===== config.mk =====
export PLATFORM = sky130hd
export DESIGN_NAME = node_step_sequencer_flat
export DESIGN_NICKNAME = d
export VERILOG_FILES = /design/src/rtl/node_step_sequencer_if.sv /design/src/rtl/node_step_sequencer.sv /design/src/flat_wrapper.sv
export SDC_FILE = /design/constraint.sdc
export NUM_CORES = 1
export LEC_CHECK = 0
export BUFFER_PORTS_ARGS = -buffer_cell sky130_fd_sc_hd__buf_2
export CAP_MARGIN = 10
export CORE_AREA = 3 3 206 208
export DETAILED_ROUTE_END_ITERATION = 12
export DIE_AREA = 0 0 209 211
export PLACE_DENSITY = 0.74
export SLEW_MARGIN = 20
export SYNTH_ARGS = -nofsm -noshare
export SYNTH_HDL_FRONTEND = slang
export SYNTH_SLANG_ARGS = --single-unit

===== constraint.sdc =====
create_clock -name clk_in -period 2 [get_ports clk_in]
set_clock_uncertainty 0.05 [all_clocks]
set_input_delay 0.1 -clock clk_in [delete_from_list [all_inputs] [get_ports clk_in]]
set_output_delay 0.1 -clock clk_in [all_outputs]
set_load 0.005 [all_outputs]

===== src/rtl/node_step_sequencer_if.sv =====
// -----------------------------------------------------------------------------
// node_step_sequencer_if
// Per-node collision request/result bundle between the node step sequencer
// (master, the initiator) and the collisions engine (slave).
//
// Signals:
//   coll_begin_out                   master->slave  one-cycle request pulse
//   coll_pos_x/y_out, coll_vel_x/y_out master->slave current node state
//   coll_result_in                   slave->master  result-valid pulse
//   coll_new_pos_x/y_in, coll_new_vel_x/y_in slave->master updated node state
//   coll_acc_x/y_in                  slave->master  per-node acceleration
// -----------------------------------------------------------------------------
interface node_step_sequencer_if #(
   parameter int POSITION_SIZE     = 8,
   parameter int VELOCITY_SIZE     = 8,
   parameter int ACCELERATION_SIZE = 3
);
   logic                                coll_begin_out;
   logic signed [POSITION_SIZE-1:0]     coll_pos_x_out;
   logic signed [POSITION_SIZE-1:0]     coll_pos_y_out;
   logic signed [VELOCITY_SIZE-1:0]     coll_vel_x_out;
   logic signed [VELOCITY_SIZE-1:0]     coll_vel_y_out;
   logic                                coll_result_in;
   logic signed [POSITION_SIZE-1:0]     coll_new_pos_x_in;
   logic signed [POSITION_SIZE-1:0]     coll_new_pos_y_in;
   logic signed [VELOCITY_SIZE-1:0]     coll_new_vel_x_in;
   logic signed [VELOCITY_SIZE-1:0]     coll_new_vel_y_in;
   logic signed [ACCELERATION_SIZE-1:0] coll_acc_x_in;
   logic signed [ACCELERATION_SIZE-1:0] coll_acc_y_in;

   modport master (
      output coll_begin_out, coll_pos_x_out, coll_pos_y_out,
             coll_vel_x_out, coll_vel_y_out,
      input  coll_result_in, coll_new_pos_x_in, coll_new_pos_y_in,
             coll_new_vel_x_in, coll_new_vel_y_in, coll_acc_x_in, coll_acc_y_in
   );

   modport slave (
      input  coll_begin_out, coll_pos_x_out, coll_pos_y_out,
             coll_vel_x_out, coll_vel_y_out,
      output coll_result_in, coll_new_pos_x_in, coll_new_pos_y_in,
             coll_new_vel_x_in, coll_new_vel_y_in, coll_acc_x_in, coll_acc_y_in
   );
endinterface


===== src/rtl/node_step_sequencer.sv =====
// -----------------------------------------------------------------------------
// node_step_sequencer
// Owns the car's node state (position/velocity per vertex). On every physics
// step it walks the nodes in order, sends one collision request per node to
// the collisions engine, writes the returned state back and accumulates the
// returned accelerations. A step ends with a one-cycle done pulse.
//
// Ports:
//   clk_in, rst_in            clock, asynchronous active-low reset
//   step_in                   start a step (IDLE only)
//   init_valid_in/init_*_in   write one node's state (IDLE only)
//   coll                      collision request/result bundle (master side)
//   acc_sum_x/y_out           signed acceleration sums of the last step
//   rd_idx_in, rd_pos_x/y_out combinational renderer read port
//   busy_out                  high outside IDLE
//   step_done_out             one-cycle end-of-step pulse
//   timeout_out               sticky: a node timed out in the last step
// -----------------------------------------------------------------------------
module node_step_sequencer #(
   parameter int NUM_NODES         = 8,
   parameter int POSITION_SIZE     = 8,
   parameter int VELOCITY_SIZE     = 8,
   parameter int ACCELERATION_SIZE = 3,
   parameter int TIMEOUT_CYCLES    = 1024,
   localparam int IDX_W = (NUM_NODES > 1) ? $clog2(NUM_NODES) : 1,
   localparam int SUM_W = ACCELERATION_SIZE + IDX_W + 1
) (
   input  logic                            clk_in,
   input  logic                            rst_in,
   input  logic                            step_in,
   input  logic                            init_valid_in,
   input  logic [IDX_W-1:0]                init_idx_in,
   input  logic signed [POSITION_SIZE-1:0] init_pos_x_in,
   input  logic signed [POSITION_SIZE-1:0] init_pos_y_in,
   input  logic signed [VELOCITY_SIZE-1:0] init_vel_x_in,
   input  logic signed [VELOCITY_SIZE-1:0] init_vel_y_in,
   node_step_sequencer_if.master           coll,
   output logic signed [SUM_W-1:0]         acc_sum_x_out,
   output logic signed [SUM_W-1:0]         acc_sum_y_out,
   input  logic [IDX_W-1:0]                rd_idx_in,
   output logic signed [POSITION_SIZE-1:0] rd_pos_x_out,
   output logic signed [POSITION_SIZE-1:0] rd_pos_y_out,
   output logic                            busy_out,
   output logic                            step_done_out,
   output logic                            timeout_out
);

   localparam int  WAIT_W = $clog2(TIMEOUT_CYCLES + 1);
   localparam bit  POW2   = ((1 << IDX_W) == NUM_NODES);

   typedef enum logic [2:0] {S_IDLE, S_ISSUE, S_WAIT, S_NEXT, S_DONE} state_t;

   state_t                          r_state;
   logic [IDX_W-1:0]                r_idx;
   logic [WAIT_W-1:0]               r_wait_cnt;
   logic signed [POSITION_SIZE-1:0] r_pos_x [NUM_NODES];
   logic signed [POSITION_SIZE-1:0] r_pos_y [NUM_NODES];
   logic signed [VELOCITY_SIZE-1:0] r_vel_x [NUM_NODES];
   logic signed [VELOCITY_SIZE-1:0] r_vel_y [NUM_NODES];
   logic                            r_coll_begin;
   logic signed [POSITION_SIZE-1:0] r_coll_pos_x, r_coll_pos_y;
   logic signed [VELOCITY_SIZE-1:0] r_coll_vel_x, r_coll_vel_y;
   logic signed [SUM_W-1:0]         r_acc_x, r_acc_y;
   logic                            r_step_done;
   logic                            r_timeout;

   logic                            w_init_ok;
   logic                            w_rd_ok;
   logic                            w_init_hit0;
   logic [IDX_W-1:0]                w_next_idx;

   // Sign-extend an engine acceleration to the accumulator width.
   function automatic logic signed [SUM_W-1:0] sext_acc(
      input logic signed [ACCELERATION_SIZE-1:0] a);
      return {{(SUM_W-ACCELERATION_SIZE){a[ACCELERATION_SIZE-1]}}, a};
   endfunction

   // Out-of-range indices only exist when NUM_NODES is not a power of two.
   assign w_init_ok   = POW2 || ({1'b0, init_idx_in} < (IDX_W+1)'(NUM_NODES));
   assign w_rd_ok     = POW2 || ({1'b0, rd_idx_in}   < (IDX_W+1)'(NUM_NODES));
   // An init write to node 0 in the step-start cycle must reach the first request.
   assign w_init_hit0 = init_valid_in && (init_idx_in == '0);
   assign w_next_idx  = r_idx + IDX_W'(1);

   // ---- control FSM and node state ----
   always_ff @(posedge clk_in or negedge rst_in) begin
      if (!rst_in) begin
         r_state      <= S_IDLE;
         r_idx        <= '0;
         r_wait_cnt   <= '0;
         r_coll_begin <= 1'b0;
         r_coll_pos_x <= '0;
         r_coll_pos_y <= '0;
         r_coll_vel_x <= '0;
         r_coll_vel_y <= '0;
         r_acc_x      <= '0;
         r_acc_y      <= '0;
         r_step_done  <= 1'b0;
         r_timeout    <= 1'b0;
         for (int i = 0; i < NUM_NODES; i++) begin
            r_pos_x[i] <= '0;
            r_pos_y[i] <= '0;
            r_vel_x[i] <= '0;
            r_vel_y[i] <= '0;
         end
      end else begin
         r_coll_begin <= 1'b0;
         r_step_done  <= 1'b0;
         case (r_state)
            S_IDLE: begin
               if (init_valid_in && w_init_ok) begin
                  r_pos_x[init_idx_in] <= init_pos_x_in;
                  r_pos_y[init_idx_in] <= init_pos_y_in;
                  r_vel_x[init_idx_in] <= init_vel_x_in;
                  r_vel_y[init_idx_in] <= init_vel_y_in;
               end
               if (step_in) begin
                  r_state      <= S_ISSUE;
                  r_idx        <= '0;
                  r_acc_x      <= '0;
                  r_acc_y      <= '0;
                  r_timeout    <= 1'b0;
                  r_coll_begin <= 1'b1;
                  r_coll_pos_x <= w_init_hit0 ? init_pos_x_in : r_pos_x[0];
                  r_coll_pos_y <= w_init_hit0 ? init_pos_y_in : r_pos_y[0];
                  r_coll_vel_x <= w_init_hit0 ? init_vel_x_in : r_vel_x[0];
                  r_coll_vel_y <= w_init_hit0 ? init_vel_y_in : r_vel_y[0];
               end
            end
            S_ISSUE: begin
               r_state    <= S_WAIT;
               r_wait_cnt <= '0;
            end
            S_WAIT: begin
               // A result in the final wait cycle takes priority over the timeout.
               if (coll.coll_result_in) begin
                  r_pos_x[r_idx] <= coll.coll_new_pos_x_in;
                  r_pos_y[r_idx] <= coll.coll_new_pos_y_in;
                  r_vel_x[r_idx] <= coll.coll_new_vel_x_in;
                  r_vel_y[r_idx] <= coll.coll_new_vel_y_in;
                  r_acc_x        <= r_acc_x + sext_acc(coll.coll_acc_x_in);
                  r_acc_y        <= r_acc_y + sext_acc(coll.coll_acc_y_in);
                  r_state        <= S_NEXT;
               end else if (r_wait_cnt == WAIT_W'(TIMEOUT_CYCLES - 1)) begin
                  r_timeout <= 1'b1;
                  r_state   <= S_NEXT;
               end else begin
                  r_wait_cnt <= r_wait_cnt + WAIT_W'(1);
               end
            end
            S_NEXT: begin
               if (r_idx == IDX_W'(NUM_NODES - 1)) begin
                  r_state     <= S_DONE;
                  r_step_done <= 1'b1;
               end else begin
                  r_idx        <= w_next_idx;
                  r_state      <= S_ISSUE;
                  r_coll_begin <= 1'b1;
                  r_coll_pos_x <= r_pos_x[w_next_idx];
                  r_coll_pos_y <= r_pos_y[w_next_idx];
                  r_coll_vel_x <= r_vel_x[w_next_idx];
                  r_coll_vel_y <= r_vel_y[w_next_idx];
               end
            end
            S_DONE: begin
               r_state <= S_IDLE;
            end
            default: r_state <= S_IDLE;
         endcase
      end
   end

   // ---- outputs ----
   assign coll.coll_begin_out = r_coll_begin;
   assign coll.coll_pos_x_out = r_coll_pos_x;
   assign coll.coll_pos_y_out = r_coll_pos_y;
   assign coll.coll_vel_x_out = r_coll_vel_x;
   assign coll.coll_vel_y_out = r_coll_vel_y;
   assign acc_sum_x_out       = r_acc_x;
   assign acc_sum_y_out       = r_acc_y;
   assign rd_pos_x_out        = w_rd_ok ? r_pos_x[rd_idx_in] : '0;
   assign rd_pos_y_out        = w_rd_ok ? r_pos_y[rd_idx_in] : '0;
   assign busy_out            = (r_state != S_IDLE);
   assign step_done_out       = r_step_done;
   assign timeout_out         = r_timeout;

endmodule


===== src/flat_wrapper.sv =====
// flat-port wrapper written by rule: the top's interface ports become plain ports
module node_step_sequencer_flat 
#(
   parameter int NUM_NODES         = 8,
   parameter int POSITION_SIZE     = 8,
   parameter int VELOCITY_SIZE     = 8,
   parameter int ACCELERATION_SIZE = 3,
   parameter int TIMEOUT_CYCLES    = 1024,
   localparam int IDX_W = (NUM_NODES > 1) ? $clog2(NUM_NODES) : 1,
   localparam int SUM_W = ACCELERATION_SIZE + IDX_W + 1
)
  (clk_in, rst_in, step_in, init_valid_in, init_idx_in, init_pos_x_in, init_pos_y_in, init_vel_x_in, init_vel_y_in, acc_sum_x_out, acc_sum_y_out, rd_idx_in, rd_pos_x_out, rd_pos_y_out, busy_out, step_done_out, timeout_out, coll_coll_begin_out, coll_coll_pos_x_out, coll_coll_pos_y_out, coll_coll_vel_x_out, coll_coll_vel_y_out, coll_coll_result_in, coll_coll_new_pos_x_in, coll_coll_new_pos_y_in, coll_coll_new_vel_x_in, coll_coll_new_vel_y_in, coll_coll_acc_x_in, coll_coll_acc_y_in);
  node_step_sequencer_if #(.POSITION_SIZE(POSITION_SIZE), .VELOCITY_SIZE(VELOCITY_SIZE), .ACCELERATION_SIZE(ACCELERATION_SIZE)) coll_i ();
  input  logic clk_in;
  input  logic rst_in;
  input  logic step_in;
  input  logic init_valid_in;
  input  logic [IDX_W-1:0] init_idx_in;
  input  logic signed [POSITION_SIZE-1:0] init_pos_x_in;
  input  logic signed [POSITION_SIZE-1:0] init_pos_y_in;
  input  logic signed [VELOCITY_SIZE-1:0] init_vel_x_in;
  input  logic signed [VELOCITY_SIZE-1:0] init_vel_y_in;
  output logic signed [SUM_W-1:0] acc_sum_x_out;
  output logic signed [SUM_W-1:0] acc_sum_y_out;
  input  logic [IDX_W-1:0] rd_idx_in;
  output logic signed [POSITION_SIZE-1:0] rd_pos_x_out;
  output logic signed [POSITION_SIZE-1:0] rd_pos_y_out;
  output logic busy_out;
  output logic step_done_out;
  output logic timeout_out;
  output wire logic [$bits(coll_i.coll_begin_out)-1:0] coll_coll_begin_out;
  output wire logic [$bits(coll_i.coll_pos_x_out)-1:0] coll_coll_pos_x_out;
  output wire logic [$bits(coll_i.coll_pos_y_out)-1:0] coll_coll_pos_y_out;
  output wire logic [$bits(coll_i.coll_vel_x_out)-1:0] coll_coll_vel_x_out;
  output wire logic [$bits(coll_i.coll_vel_y_out)-1:0] coll_coll_vel_y_out;
  input wire logic [$bits(coll_i.coll_result_in)-1:0] coll_coll_result_in;
  input wire logic [$bits(coll_i.coll_new_pos_x_in)-1:0] coll_coll_new_pos_x_in;
  input wire logic [$bits(coll_i.coll_new_pos_y_in)-1:0] coll_coll_new_pos_y_in;
  input wire logic [$bits(coll_i.coll_new_vel_x_in)-1:0] coll_coll_new_vel_x_in;
  input wire logic [$bits(coll_i.coll_new_vel_y_in)-1:0] coll_coll_new_vel_y_in;
  input wire logic [$bits(coll_i.coll_acc_x_in)-1:0] coll_coll_acc_x_in;
  input wire logic [$bits(coll_i.coll_acc_y_in)-1:0] coll_coll_acc_y_in;
  assign coll_coll_begin_out = coll_i.coll_begin_out;
  assign coll_coll_pos_x_out = coll_i.coll_pos_x_out;
  assign coll_coll_pos_y_out = coll_i.coll_pos_y_out;
  assign coll_coll_vel_x_out = coll_i.coll_vel_x_out;
  assign coll_coll_vel_y_out = coll_i.coll_vel_y_out;
  assign coll_i.coll_result_in = coll_coll_result_in;
  assign coll_i.coll_new_pos_x_in = coll_coll_new_pos_x_in;
  assign coll_i.coll_new_pos_y_in = coll_coll_new_pos_y_in;
  assign coll_i.coll_new_vel_x_in = coll_coll_new_vel_x_in;
  assign coll_i.coll_new_vel_y_in = coll_coll_new_vel_y_in;
  assign coll_i.coll_acc_x_in = coll_coll_acc_x_in;
  assign coll_i.coll_acc_y_in = coll_coll_acc_y_in;
  node_step_sequencer #(.NUM_NODES(NUM_NODES), .POSITION_SIZE(POSITION_SIZE), .VELOCITY_SIZE(VELOCITY_SIZE), .ACCELERATION_SIZE(ACCELERATION_SIZE), .TIMEOUT_CYCLES(TIMEOUT_CYCLES)) u_core (.clk_in(clk_in), .rst_in(rst_in), .step_in(step_in), .init_valid_in(init_valid_in), .init_idx_in(init_idx_in), .init_pos_x_in(init_pos_x_in), .init_pos_y_in(init_pos_y_in), .init_vel_x_in(init_vel_x_in), .init_vel_y_in(init_vel_y_in), .coll(coll_i), .acc_sum_x_out(acc_sum_x_out), .acc_sum_y_out(acc_sum_y_out), .rd_idx_in(rd_idx_in), .rd_pos_x_out(rd_pos_x_out), .rd_pos_y_out(rd_pos_y_out), .busy_out(busy_out), .step_done_out(step_done_out), .timeout_out(timeout_out));
endmodule

# --- Yosys cells after proc, flatten, opt, wreduce, memory -nomap -nowiden ---
# Index checks and enable logic that the tools add are counted.
# Widths: inputs -> output; s select.
word_totals:
  input_bits: 81
  wordCells: 169
  register_bits: 322
  output_inout_bits: 66
classes:
  n_mux: 83
  n_reduce_logical: 15
  addsub: 4
  bitwise_logic: 4
  magnitude_cmp: 6
  n_eq_ne: 13
ops:
  columns: ["op", "count"]
  rows:
  - ["$bwmux 64", 8]
  - ["$mux 64", 8]
  - ["$pmux 64 s2", 4]
  - ["$mux 8", 26]
  - ["$bmux 8 s3", 6]
  - ["$pmux 8 s2", 4]
  - ["$demux 8 s3", 2]
  - ["$pmux 7 s2", 2]
  - ["$mux 11", 2]
  - ["$pmux 11 s2", 1]
  - ["$mux 7", 3]
  - ["$mux 3", 6]
  - ["$ge 4x4->1 const B", 4]
  - ["$not 3->4", 4]
  - ["$add 7x3->7", 2]
  - ["$ne 2x2->1 const B", 6]
  - ["$pmux 3 s4", 1]
  - ["$reduce_and 3->1", 4]
  - ["$add 11x1->11 const B", 1]
  - ["$eq 11x10->1 const B", 1]
  - ["$lt 4x1->1 const B", 2]
  - ["$mux 1", 7]
  - ["$eq 3x2->1 const B", 2]
  - ["$logic_not 3->1", 2]
  - ["other kinds (12)", 17]

# --- Depth between registers and ports, before layout ---
# Gate-level depths: netlist of the first run.
depth:
  depth_word: 8
  ltp_mapped: 9
  mapped_depth_nobuf: 8

# --- Worst setup path before layout of the first run ---
# Ideal clock, no wire load.
synth_timing:
  kind: "flip-flop to flip-flop"
  start: "reg u_core.r_idx[0]"
  end: "reg u_core.r_coll_pos_x[0] (netlist: u_core.coll.coll_pos_x_out[0])"
  arrival_ns: 2.002
  setup_slack_ns: -0.194
  path_stages_with_launch: 7
  n_path_buf: 2
  synth_period_minus_slack_ns: 2.194
  setup_time_ns: 0.142
  path_cell_list: "dfrtp_1 -> ha_1 -> buf_2 -> buf_2 -> mux4_2 -> mux2i_1 -> o221ai_1"
synth_between:
  elab_chain_cells: 7
  elab_cells_between_ends: 10
  classes_between: "1 x add/sub; 2 x eq/ne; 5 x mux; 1 x bitwise; 1 x reduce/logical"
synth_lines:
  columns: ["element", "line_no", "rtl"]
  rows:
  - ["start, declared", "node_step_sequencer.sv:54", "logic [IDX_W-1:0] r_idx;"]
  - ["start signal, assigned", "node_step_sequencer.sv:156", "r_idx <= w_next_idx;"]
  - ["$add 3x1->3", "node_step_sequencer.sv:83", "assign w_next_idx = r_idx + IDX_W'(1);"]
  - ["$not 3->4 (not written as such)", "node_step_sequencer.sv:159", "r_coll_pos_x <= r_pos_x[w_next_idx];"]
  - ["$bmux 8 s3", "node_step_sequencer.sv:159", null]
  - ["$mux 8 (not written as such) (2 in series)", "node_step_sequencer.sv:159", null]
  - ["$mux 8", "node_step_sequencer.sv:152", "if (r_idx == IDX_W'(NUM_NODES - 1)) begin"]
  - ["$pmux 8 s2", "node_step_sequencer.sv:109", "case (r_state)"]
  - ["end signal, assigned", "node_step_sequencer.sv:124", "r_coll_pos_x <= w_init_hit0 ? init_pos_x_in : r_pos_x[0];"]
  - ["end signal, assigned", "node_step_sequencer.sv:159", null]
  - ["end, declared", "node_step_sequencer.sv:61", "logic signed [POSITION_SIZE-1:0] r_coll_pos_x, r_coll_pos_y;"]
# Parallel ways exist; a longest one is shown, timed or not. The select of a mux whose other input is x is not followed.
# A chain may end at the register's enable or synchronous reset.

# --- Worst setup path after layout of the first run ---
layout_timing:
  start: "reg u_core.r_idx[0]"
  end: "reg u_core.r_coll_pos_x[1] (netlist: u_core.coll.coll_pos_x_out[1])"
# The elaborated chain is that of the path after synthesis.

==> summary.txt, run 1 <==
Clock tree
  – Maximum buffer depth of the clock tree: 3
  – H-tree levels: 2
  – Sink Count: between 300 and 400
  – CTS tree: built
  – Root buffer cell: clkbuf_16
  – Worst-Skew Late Latency: between 500 and 600 ps
  – Total CTS buffers: 36
  – Clk slew on worst S/H paths: 60 ps

Outcome
  – Failing checks: negative setup slack
  – Status: finished, violations left

Global routing
  – First-pass GRT wire length: a little under 100000 um
  – GR Util met2: between 40 and 50%
  – Gr busiest metal: met2
  – Met1 usage: between 30% and 40%
  – Largest net degree at the start of global routing: 71
  – Initial antenna violation count: 1
  – Global route overflow: 0
  – Met3 usage: under 10%
  – Total GRT Usage: 28.0%
  – Vias in the first global route: roughly 16k

Detailed routing
  – DRT Pass-1 Iters: 5
  – 1st-iter DRT viols: roughly 1.8k
  – Detailed Route WL: about 64000 um
  – Post-DR vias/cell: 6.78
  – DRT antenna net count: 0
  – DRC: 0
  – Via count: 15.6k
  – WL/cell: roughly 28 um

Power
  – Leak pwr: between 10 and 15 nW
  – Power Density: between 1000 and 1500 nW/um^2
  – Worst vdd ir: between 0.8 and 0.9 mV

Logic synthesis
  – Post-synth EDFFs: 0
  – Synth Instances: around 1.5k
  – Main synth FF type: dfrtp_1
  – Avg Cell Area, Syn: about 12 sq um
  – Syn Nets: about 1.6k
  – #FFs+latches synth: around 320
  – Asr flop ratio synth: 100%
  – Library cells used by synthesis: between 50 and 60
  – YS warnings: 0
  – Netlist Area Pre-Place: approximately 18000 sq um
  – Sequential area share after synthesis: 44.0%

STA
  – Max-slew headroom: between 50% and 60%
  – Fin crit share: 108%
  – Final setup margin: -168 ps
  – RSZ-0062 raised after global routing: yes
  – Worst-margin pin slew: 623 ps
  – Fin. Hold Viols: 0
  – Crit path time final: between 2000 and 2500 ps
  – Fmax: about 0.46 GHz
  – Max Slew Vio Count: 0
  – Post-Route Setup TNS: -18810 ps
  – Endpoints failing setup: approximately 270

Die
  – IO Count: 147
  – Die Wd: 209 um
  – Core area: 40700 sq um
  – Num rows: 74
  – Starting Density: between 40% and 50%
  – Die Area: 44100 sq um
  – Die H: between 200 and 250 um

Setup path
  – CP endpoint kind: flop
  – Arr. time, crit path: 2490 ps
  – Critical path required time: around 2300 ps
  – Startpoint Class: flop
  – Crit Path Class: flop to flop
  – CP Max Fanout: 6

Layout
  – Nets@finish: about 1.8k
  – Non-filler cells in the finished layout: 2299
  – Synth-to-layout area growth: 25.6%
  – Final Util: 56.5%
  – Layout cells sized above 1: 43.1%
  – Final instance area: approximately 23000 sq um

Placed design
  – Placed cell areas: 20600 sq um
  – Cells after DPL: 2167
  – DP HPWL: roughly 39000 um
  – Port bufs: ~150
  – GP Congestion: ~0.88

Min path
  – Worst hold path type: input pin to flop

Flow run
  – Max-Cap Viols: 0
-- final cells by class --
type                            count  area [sq um]
Multi-Input combinational cell   1030         10100
Clock inverter                      5          50.0
Fill cell                        3177         17700
Clock buffer                       50          1020
Timing Repair Buffer              343          3080
Inverter                           16          60.1
Sequential cell                   322          8070
Tap cell                          532           666
Antenna cell                        1          2.50
-- synthesized netlist by cell type (4+ instances only) --
library cell | number | share of area, %
nor2_1 | 23 | 0.47
o21ai_1 | 5 | 0.14
o22ai_1 | 256 | 8.7
a21oi_1 | 12 | 0.33
inv_1 | 16 | 0.33
o221ai_1 | 32 | 1.5
and2_1 | 8 | 0.27
buf_1 | 8 | 0.16
mux2_2 | 158 | 9.7
nand2b_1 | 4 | 0.14
nand2_1 | 135 | 2.8
buf_4 | 25 | 1.0
nand3_1 | 13 | 0.36
o31ai_1 | 6 | 0.25
dfrtp_1 | 322 | 44
buf_2 | 24 | 0.66
or3_1 | 4 | 0.14
o21ai_0 | 30 | 0.82
mux2i_1 | 64 | 3.5
clkbuf_1 | 72 | 1.5
nand3b_1 | 7 | 0.29
buf_6 | 7 | 0.43
mux4_2 | 96 | 12
xor2_1 | 4 | 0.19
ha_1 | 15 | 1.0
mux2_1 | 115 | 7.1
-- placed cells by master (no fill, tap or decap), types with 32 or more instances in the layout --
cell	netlist	final
mux2i_1	64	64
mux2_4	2	96
dfrtp_1	322	318
nand2_2	0	32
dlygate4sd3_1	0	36
mux2_2	158	149
o22ai_1	256	256
buf_2	24	143
clkbuf_16	0	40
buf_12	0	42
mux4_2	96	96
buf_4	25	99
nand2_1	135	103
o221ai_1	32	32
-- routing by layer --
metal	vias to the layer above	part of all wire [%]
met2	1072	48
met3	270	10
met1	7895	37
met5	-	0
met4	0	4.9
li1	6339	-
-- critical path, cell delays in order, from the launching register on --
cell	delay, ps
dfrtp_4	510
ha_4	350
buf_4	150
buf_16	130
mux4_2	500
mux2i_1	160
o221ai_1	150
-- through the flow --
step                total power, mW  setup slack [ps]  hold WS (ps)
CTS                            29.6              -156          8.63
finish                         30.1              -168          24.9
floorplan                      17.4             -76.8          -246
global placement               21.7              -118          25.0
detailed placement             22.2              -201          40.7
global route                   31.4              -213          43.3
-- path summary, 6_finish.rpt --
kind                                                      startpoint                                        end  slack [ps]  cells past startpoint
max                                      u_core.r_idx[0]$_DFFE_PN0P_  u_core.coll.coll_pos_x_out[1]$_DFFE_PN0P_        -170                      6
min                                        coll_coll_new_vel_y_in[5]             u_core.r_vel_y[37]$_DFFE_PN0P_          20                      4
max reg2reg                              u_core.r_idx[0]$_DFFE_PN0P_  u_core.coll.coll_pos_x_out[1]$_DFFE_PN0P_        -170                      6
min reg2reg                u_core.coll.coll_vel_y_out[2]$_DFFE_PN0P_  u_core.coll.coll_vel_y_out[2]$_DFFE_PN0P_         440                      2
max in group asynchronous                                     rst_in             u_core.r_pos_y[55]$_DFFE_PN0P_        1040                      3
min in group asynchronous                                     rst_in             u_core.r_pos_y[25]$_DFFE_PN0P_          80                      2
-- registers in the layout, indices dropped and copies added, names as in the netlist --
| name | cells |
|---|---|
| u_core.acc_sum_x_out | 7 |
| u_core.acc_sum_y_out | 7 |
| u_core.coll.coll_begin_out | 1 |
| u_core.coll.coll_pos_x_out | 8 |
| u_core.coll.coll_pos_y_out | 8 |
| u_core.coll.coll_vel_x_out | 8 |
| u_core.coll.coll_vel_y_out | 8 |
| u_core.r_idx | 3 |
| u_core.r_pos_x | 64 |
| u_core.r_pos_y | 64 |
| u_core.r_state | 3 |
| u_core.r_vel_x | 64 |
| u_core.r_vel_y | 64 |
| u_core.r_wait_cnt | 11 |
| u_core.step_done_out | 1 |
| u_core.timeout_out | 1 |
-- cells by family (layout without fill, tap and decap cells) --
family / count (synthesis) / count (layout) / synth area share, %
buffers and inverters: 155 / 414 / 4.32
and+or+nand+nor: 218 / 218 / 5.54
AOI/OAI and AO/OA: 353 / 353 / 12.4
DFF: 322 / 322 / 44.0
xor gates and xnor gates: 7 / 7 / 0.335
other: 0 / 1 / 0
muxes: 435 / 435 / 32.2
adders and majority gates: 17 / 17 / 1.24
-- power breakdown --
group          internal [mW]  switching (mW)
logic                   6.79            7.33
clock network           3.67            2.67
registers               8.32            1.35
-- what timing repair did --
item	4_1_cts	5_1_grt
setup buffers	24	13
hold endpoints to repair	331	0
pin swaps	14	13
endpoints found under the setup margin	294	312
gates resized for setup	65	64
gates cloned	8	3
hold buffers	36	0
No activity file was read; power rests on OpenSTA's default activity.
==> run 2: changes to the inputs <==
Settings changed: ABC_AREA set to 1, CAP_MARGIN 10 to 20, CORE_AREA 3 3 206 208 to 3 3 213 215, DIE_AREA 0 0 209 211 to 0 0 216 218, SLEW_MARGIN 20 to not set.
==> summary.txt, run 2 <==
Power
  – Worst vdd ir: 0.883 mV (+0.31%)
  – Power Density: 1550 nW/um^2 (+19%)
  – Leak pwr: 11.7 nW (+13%)
  – Total Power: 37.2 mW (+23%)

Placed design
  – Port bufs: 146 (unchanged)
  – GP Congestion: 0.942 (+7.1%)
  – DP HPWL: 49300 um (+27%)
  – Pre-CTS setup slack: -21.2 ps (+180 ps)

STA
  – Final setup margin: -5.97 ps (+162 ps)
  – Worst hold slack: 7.20 ps (-17.7 ps)
  – RSZ-0062 raised after global routing: yes
  – Max Slew Vio Count: 0 (unchanged)
  – Fmax: 0.499 GHz (+8.1%)
  – Endpoints failing setup: 1 (-99.6%)
  – Max-slew headroom: 60.2% (+1.7 points)
  – Worst-margin pin slew: 596 ps (-27.0 ps)
  – Crit path time final: 2010 ps (-162 ps)
  – Fin. Hold Viols: 0 (unchanged)
  – Fin crit share: 100% (-8.1 points)

Outcome
  – Failing checks: negative setup slack
  – Status: finished, violations left

Detailed routing
  – DRC: 0 (unchanged)
  – WL/cell: 22.4 um (-19%)
  – Via count: 22.8k (+47%)
  – 1st-iter DRT viols: 3886 (+120%)
  – DRT Pass-1 Iters: 7 (+2)
  – DRT antenna net count: 0 (unchanged)
  – Detailed Route WL: 82300 um (+30%)
  – Post-DR vias/cell: 6.22 (-8.3%)

Logic synthesis
  – Avg Cell Area, Syn: 6.80 sq um (-44%)
  – #FFs+latches synth: 322 (unchanged)
  – Main synth FF type: dfrtp_1
  – Synth area leaders: dfrtp_1 (41%), nand2_1 (20%), o22ai_1 (8.1%)
  – Netlist Area Pre-Place: 19600 sq um (+7.0%)
  – Count leader, synth: nand2_1
  – Post-synth EDFFs: 0 (unchanged)
  – Library cells used by synthesis: 28 (-46%)
  – Sequential area share after synthesis: 41.1% (-2.9 points)
  – Syn Nets: 2983 (+86%)
  – Synth Instances: 2885 (+91%)
  – YS warnings: 0 (unchanged)
  – Synth top area share: 41.1% (-2.9 points)
  – Post-synth top cells: nand2_1 (1037), dfrtp_1 (322), nand3_1 (289), o22ai_1 (255), inv_1 (194)
  – Area leader, netlist: dfrtp_1
  – Asr flop ratio synth: 100% (unchanged)

Global routing
  – Largest net degree at the start of global routing: 104 (+46%)
  – Initial antenna violation count: 2 (+1)
  – GR Util met2: 48.9% (+3.4 points)
  – Total GRT Usage: 32.3% (+4.3 points)
  – Met1 usage: 41.0% (+5.4 points)
  – First-pass GRT wire length: 120000 um (+24%)
  – Met3 usage: 7.93% (+1.4 points)
  – Gr busiest metal: met2
  – Global route overflow: 0 (unchanged)
  – Vias in the first global route: 21.5k (+33%)

Setup path
  – Startpoint Class: flop
  – CP Max Fanout: 18 (+12)
  – Critical path required time: 2360 ps (+40 ps)
  – Crit Path Class: flop to flop
  – Arr. time, crit path: 2370 ps (-120 ps)
  – CP endpoint kind: flop

Clock tree
  – CTS tree: built
  – Total CTS buffers: 38 (+5.6%)
  – Sink Count: 322 (unchanged)
  – H-tree levels: 2 (unchanged)
  – Maximum buffer depth of the clock tree: 3 (unchanged)
  – Clk slew on worst S/H paths: 60 ps (about the same)
  – Root buffer cell: clkbuf_16
  – Worst-Skew Late Latency: 550 ps (+30 ps)

Layout
  – Commonest cells after routing, fill and taps aside: nand2_1 (1031), dfrtp_1 (319), nand3_1 (285), o22ai_1 (255), o21ai_0 (191)
  – Fillers: 4010 (+26%)
  – Synth-to-layout area growth: 22.1%
  – Final Util: 54.5% (-2.0 points)
  – Layout cells sized above 1: 13.9% (-29 points)
  – Nets@finish: 3146 (+70%)
  – Area taken by multi-input logic gates: 10000 sq um (-0.42%)
  – FF+latch area: 8060 sq um (about the same)
  – Commonest non-fill, non-tap cell in the layout: nand2_1

Die
  – Starting Density: 44.6% (-0.36 points)
  – Die Wd: 216 um (+3.3%)
  – Die H: 218 um (+3.3%)
  – IO Count: 147 (unchanged)
  – Die Area: 47100 sq um (+6.8%)
  – Core area: 43900 sq um (+7.8%)
  – Num rows: 77 (+4.1%)

Flow run
  – Max-Cap Viols: 0 (unchanged)

Min path
  – Worst hold path type: input pin to flop
run 2: per-layer routing:
metal	part of all wire, %	vias up	wire length (um)
li1	-	9920	-
met1	35	10400	28900
met2	42	1939	34800
met3	15	515	12000
met4	8.1	0	6690
met5	0	-	0
run 2: area by class of cell:
type / count / area share (%)
Antenna cell: 2 / 0.0209
Clock buffer: 50 / 4.50
Clock inverter: 19 / 0.774
Inverter: 201 / 3.26
Multi-Input combinational cell: 2149 / 41.9
Sequential cell: 322 / 33.7
Tap cell: 592 / 3.09
Timing Repair Buffer: 335 / 12.7
Timing Repair inverter: 1 / 0.0314
run 2: critical path: stages (launching register included):
cell     delay, ps
dfrtp_4        480
ha_2           430
buf_4          320
nand3_1        120
nand3_1         90
nand2_1         60
nor2_1         250
nor2_1          80
run 2: timing repair:
item	4_1_cts	5_1_grt
endpoints found under the hold margin	324	0
resized for setup	4	32
setup buffers	0	5
setup endpoints to repair	36	160
cloned	0	13
pin swaps	1	6
hold buffers	20	0
run 2: worst paths after layout:
kind / from / end / slack [ps] / cells after the start
min: init_pos_y_in[6] / u_core.coll.coll_pos_y_out[6]$_DFFE_PN0P_ / 7 / 7
max reg2reg: u_core.r_idx[0]$_DFFE_PN0P_ / u_core.coll.coll_vel_y_out[4]$_DFFE_PN0P_ / -6 / 7
max: u_core.r_idx[0]$_DFFE_PN0P_ / u_core.coll.coll_vel_y_out[4]$_DFFE_PN0P_ / -6 / 7
min in group asynchronous: rst_in / u_core.acc_sum_y_out[5]$_DFFE_PN0P_ / 60 / 2
min reg2reg: u_core.r_vel_y[52]$_DFFE_PN0P_ / u_core.r_vel_y[52]$_DFFE_PN0P_ / 430 / 2
max in group asynchronous: rst_in / u_core.r_pos_x[57]$_DFFE_PN0P_ / 1050 / 3
run 2: cell families (layout without fill, tap and decap cells):
logic type	Yosys count	count (layout)	synth area share, %
flops	322	322	41.1
xor+xnor	7	7	0.313
other cells	0	2	0
fa+ha+maj	17	17	1.16
simple gates	1536	1536	32.0
buf+inv	414	606	8.46
compound gates	589	589	16.9
run 2: where the power goes:
group	internal (mW)	switching (mW)	leakage, nW
Sequential	9.01	1.39	4.33
Clock	4.20	2.96	0.624
Combinational	6.74	12.9	6.73
Total	20.0	17.2	11.7
run 2: through the flow:
step                std cells  cell area (sq um)  TNS (ps)
floorplan                2885              19600         0
finish                   3671              23900     -5.97
CTS                      3651              23400         0
global placement         3562              22000         0
global route             3670              23900      -453
detailed placement       3562              22000     -69.3
